[src/rtl/track_ctrl.sv]
// Box-tracking controller: manual steering, template capture for one frame,
// then step-limited following of matcher candidates with loss detection.
module track_ctrl #(
  parameter int VGA_WIDTH      = 640,
  parameter int VGA_HEIGHT     = 480,
  parameter int TEMPLATE_WIDTH = 32,
  parameter int MAX_STEP       = 16,
  parameter int LOST_FRAMES    = 8
) (
  input  logic        clk,
  input  logic        rst_n,
  input  logic        frame_start,
  input  logic        track_req,
  input  logic        cancel,
  input  logic [9:0]  manual_x,
  input  logic [9:0]  manual_y,
  input  logic        cand_valid,
  input  logic [9:0]  cand_x,
  input  logic [9:0]  cand_y,
  input  logic [15:0] cand_score,
  input  logic [15:0] score_thresh,
  output logic        capture_en,
  output logic        tracking_mode,
  output logic        max_ready,
  output logic [9:0]  c_x,
  output logic [9:0]  c_y,
  output logic        lost,
  output logic [1:0]  state
);

  typedef enum logic [1:0] {
    StManual  = 2'd0,
    StArm     = 2'd1,
    StCapture = 2'd2,
    StTrack   = 2'd3
  } state_t;

  localparam int HALF = TEMPLATE_WIDTH / 2;
  localparam int XMIN = HALF;
  localparam int XMAX = VGA_WIDTH - 1 - HALF;
  localparam int YMIN = HALF;
  localparam int YMAX = VGA_HEIGHT - 1 - HALF;
  localparam int MW   = $clog2(LOST_FRAMES + 1);

  localparam logic [MW-1:0] MissLast = MW'(LOST_FRAMES - 1);
  localparam logic [MW-1:0] MissFull = MW'(LOST_FRAMES);
  localparam logic [9:0]    CxReset  = 10'(VGA_WIDTH / 2);
  localparam logic [9:0]    CyReset  = 10'(VGA_HEIGHT / 2);

  state_t        r_state;
  logic [9:0]    r_c_x;
  logic [9:0]    r_c_y;
  logic          r_max_ready;
  logic          r_lost;
  logic          r_hit;
  logic [MW-1:0] r_miss;
  logic          w_accept;

  // Saturate to the legal centre range; computed in int so 1023 cannot wrap.
  function automatic logic [9:0] clamp(input int v, input int lo, input int hi);
    int r;
    r = v;
    if (r < lo) r = lo;
    if (r > hi) r = hi;
    return 10'(r);
  endfunction

  // Move c toward cand by at most MAX_STEP, then keep the result in range.
  function automatic logic [9:0] step(input logic [9:0] c, input logic [9:0] cand,
                                     input int lo, input int hi);
    int d;
    d = int'(cand) - int'(c);
    if (d > MAX_STEP) d = MAX_STEP;
    if (d < -MAX_STEP) d = -MAX_STEP;
    return clamp(int'(c) + d, lo, hi);
  endfunction

  // A candidate only counts in TRACK and at or above the threshold.
  assign w_accept = (r_state == StTrack) && cand_valid && (cand_score >= score_thresh);

  // State, centre, loss bookkeeping and the max_ready pulse.
  always_ff @(posedge clk or negedge rst_n) begin
    if (!rst_n) begin
      r_state     <= StManual;
      r_c_x       <= CxReset;
      r_c_y       <= CyReset;
      r_max_ready <= 1'b0;
      r_lost      <= 1'b0;
      r_hit       <= 1'b0;
      r_miss      <= '0;
    end else begin
      r_max_ready <= 1'b0;
      if (cancel && (r_state != StManual)) begin
        r_state <= StManual;
      end else begin
        unique case (r_state)
          StManual: begin
            r_c_x <= clamp(int'(manual_x), XMIN, XMAX);
            r_c_y <= clamp(int'(manual_y), YMIN, YMAX);
            if (track_req) begin
              r_state <= StArm;
              r_lost  <= 1'b0;
            end
          end
          StArm: begin
            if (frame_start) r_state <= StCapture;
          end
          StCapture: begin
            if (frame_start) begin
              r_state <= StTrack;
              r_miss  <= '0;
              r_hit   <= 1'b0;
            end
          end
          StTrack: begin
            if (w_accept) begin
              r_c_x       <= step(r_c_x, cand_x, XMIN, XMAX);
              r_c_y       <= step(r_c_y, cand_y, YMIN, YMAX);
              r_max_ready <= 1'b1;
            end
            if (frame_start) begin
              // A candidate arriving with frame_start belongs to the closing frame.
              r_hit <= 1'b0;
              if (r_hit || w_accept) begin
                r_miss <= '0;
              end else if (r_miss == MissLast) begin
                r_miss  <= MissFull;
                r_state <= StManual;
                r_lost  <= 1'b1;
              end else begin
                r_miss <= r_miss + 1'b1;
              end
            end else if (w_accept) begin
              r_hit <= 1'b1;
            end
          end
          default: r_state <= StManual;
        endcase
      end
    end
  end

  assign capture_en    = (r_state == StCapture);
  assign tracking_mode = (r_state == StTrack);
  assign max_ready     = r_max_ready;
  assign c_x           = r_c_x;
  assign c_y           = r_c_y;
  assign lost          = r_lost;
  assign state         = r_state;

endmodule

[config.mk]
export PLATFORM = sky130hd
export DESIGN_NAME = track_ctrl
export DESIGN_NICKNAME = d
export VERILOG_FILES = /design/src/rtl/track_ctrl.sv
export SDC_FILE = /design/constraint.sdc
export NUM_CORES = 1
export LEC_CHECK = 0
export ABC_AREA = 1
export CAP_MARGIN = 20
export CORE_UTILIZATION = 40
export DETAILED_ROUTE_END_ITERATION = 12
export PLACE_DENSITY_LB_ADDON = 0.15
export SYNTH_ARGS = -nofsm -noshare
export SYNTH_HDL_FRONTEND = slang
export SYNTH_SLANG_ARGS = --single-unit
[constraint.sdc]
create_clock -name clk -period 9.4 [get_ports clk]
set_input_delay 2.35 -clock clk [delete_from_list [all_inputs] [get_ports clk]]
set_output_delay 2.35 -clock clk [all_outputs]
set_load 0.005 [all_outputs]
==> results of run 1 <==
[state kept, by name, indices dropped and copies added, names as in the netlist]
signal	count
r_miss	4
state	2
c_x	10
r_hit	1
c_y	10
max_ready	1
lost	1
[per-layer routing]
layer / GRT usage / wire [um]
met5: 0 / 0
met4: 0.0441 / 119
met3: 0.0278 / 525
met2: 0.348 / 5660
met1: 0.290 / 6270
[through the flow]
stage | worst slack, ns | util | instances | total power, mW | hold WS, ns
finish | 0.887 | 0.532 | 1019 | 2.13 | 0.507
detailed placement | 0.630 | 0.519 | 1011 | 1.97 | 0.495
floorplan | 1.90 | - | 770 | 1.52 | 0.474
CTS | 0.887 | 0.532 | 1019 | 2.14 | 0.508
global placement | 0.741 | 0.519 | 1011 | 1.94 | 0.497
global route | 0.291 | 0.532 | 1019 | 2.42 | 0.552
[power groups by stage]
stage | sequential (mW) | clock [mW] | combinational (mW)
floorplan | 0.244 | 0 | 1.27
finish | 0.267 | 0.154 | 1.71
detailed placement | 0.271 | 0 | 1.70
CTS | 0.270 | 0.157 | 1.71
global placement | 0.270 | 0 | 1.67
global route | 0.277 | 0.162 | 1.98
[layout make-up]
cell class                 instances  area [sq um]
fill                            1165          5420
multi-input combinational        601          3550
inverter                         134           505
sequential                        29           733
clock buffer                       5           125
timing repair buffer             104          1040
tap                              143           179
clock inverter                     3          17.5
[final timing paths]
path / cells after the start / startpoint / to / slack (ns)
max in group asynchronous: 2 / rst_n / c_x[6] / 6.61
worst min register to register: 2 / c_x[6] / c_x[6] / 0.51
worst min-delay path: 2 / c_x[6] / c_x[6] / 0.51
worst max-delay path: 43 / cand_x[0] / c_x[1] / 0.89
worst max register to register: 41 / c_x[0] / c_x[1] / 3.03
min in group asynchronous: 2 / rst_n / c_y[1] / 2.46
[cells by family (layout without fill, tap and decap cells)]
| family | Yosys count | in the layout | synth area share |
|---|---|---|---|
| DFF | 29 | 29 | 0.152 |
| adders and majority gates | 79 | 79 | 0.212 |
| and+or+nand+nor | 408 | 408 | 0.370 |
| AOI/OAI and AO/OA | 95 | 95 | 0.120 |
| buffers and inverters | 140 | 246 | 0.110 |
| xor gates and xnor gates | 19 | 19 | 0.0361 |
[worst max-delay path, delay by kind of cell]
family,cells,cell delay [ns]
fa+ha+maj,6,1.80
xor+xnor,1,0.19
buf+inv,5,0.80
compound gates,3,0.57
simple gates,28,2.97
[placed cells by master (no fill, tap or decap), types with 4 or more instances in the layout]
master and instances:
xnor2_1 5, o21ai_1 5, clkdlybuf4s50_1 103, dfrtp_1 23, nand4_1 12, o21bai_1 5
inv_1 130, dfstp_2 6, nand3_1 46, fa_1 4, nand2_2 12, a21oi_2 5
nor3_1 11, a21oi_1 51, nor2_1 83, ha_1 75, nand2_1 219, clkbuf_16 5
o21ai_0 13, xor2_1 13, nand3b_1 7
==> flow_summary.ini, run 1 <==
[run]
drv_cap = 0

[placement]
dp_hpwl_um = 10500
io_buffers = 103
gp_routability_congestion = 0.859
place_area_sq_um = 6010

[routing]
ant_nets = 0
detail_route.drc_violations = 1
drtIter0Drc = 190
drt_pass1_iterations = 9
routedWlPerCell_um = 12.3
routed_via_density = 5.05
wirelength_um = 12600
vias = 5146

[clock_network]
cts_hold_buf = 0
clkTransAtPathRegs_ns = 0.05
clk-insertion-delay-late_ns = 0.28
cts_sinks = 29
cts_tree = built
post_cts_buffers = 0
numCtsBuffers = 5
cts_max_level = 2
cts_buffer_depth = 2
cts-root-buf = clkbuf_16
cts.repair.resized = 0

[pwr]
p_leak_nw = 3.29
power_switching_mw = 1.18
peakVddDrop_mv = 0.118
p_clk_frac = 0.072
p_sw_frac = 0.553
pwr-share-seq = 0.125
power.internal_uw = 953
pwr-share-comb = 0.803
power_density_nw_per_um2 = 347

[timing]
relSlewSlack = 0.322
setup_tns_ns = 0
period_minus_slack_ns = 8.51
tightest_slew_ns = 1.00
rsz0062_at_grt = no
fin_crit_sh = 0.906
finalSetupViolCount = 0
slew_violations = 0
finalHoldViolCount = 0
skew_ns = 0.00569
fmax_ghz = 0.117

[die]
rows = 39
die_area_sq_um = 12500
die_height_um = 112
pin_count = 104
die_x_um = 112
start_util = 0.416
design.core.area_sq_um = 11600

[layout]
areaGrowthSynthToFinish_pct = 27.8
final_net_count = 1032
layout-drive-gt1-share = 0.0616
num_antenna_cells = 0
finalInstanceArea_sq_um = 6150

[synth]
ys.flop_type = dfrtp_1
yosysTopAreaCellShare = 0.195
syn_inst = 770
synthTopCellsByArea = ha_1, nand2_1, dfrtp_1
yosysSeqAreaShare = 0.152
syn_nets = 927
synthArstFlopShare = 1.00
ys_warn_count = 0
synth_common_cells = nand2_1, inv_1, nor2_1
avgSynthCellArea_sq_um = 6.25
yosysMostFrequentCell = nand2_1
ys_seq_elements = 29
synth.distinct_cells = 48
synth_area_leader_cell = ha_1
synth_edf_count = 0
netlist_area_sq_um = 4810

[global_route]
grt_pass1_vias = 4954
track_usage = 0.210
grt_pass1_wl_um = 22000
overflow = 0
antenna_found_initial = 0
grt_max_degree = 33

[status]
violations = DRC
status = complete, but fails checks

[worst_setup_path]
slowest_stage = clkdlybuf4s50_1
crit_path_end_kind = flip-flop
crit_required_ns = 9.56
crit_path_frequent_cell = nand2_1
startpoint_type = primary input
worstSetupPathType = primary input to flip-flop
cp.arrival_ns = 8.67
path_max_fanout = 10
cpPeakStageDelay_ns = 0.45

[min_path]
holdCritPathClass = flip-flop to flip-flop
(Power assumes the default switching activity.)
==> run 2: changes to the inputs <==
--- a/config.mk
+++ b/config.mk
@@ -6,6 +6,7 @@
 export NUM_CORES = 1
 export LEC_CHECK = 0
 export ABC_AREA = 1
+export ABC_CLOCK_PERIOD_IN_PS = 9400
 export CAP_MARGIN = 20
 export CORE_UTILIZATION = 40
 export DETAILED_ROUTE_END_ITERATION = 12
==> results of run 2 <==
Final layout, timing and power as in run 1 (identical DEF).
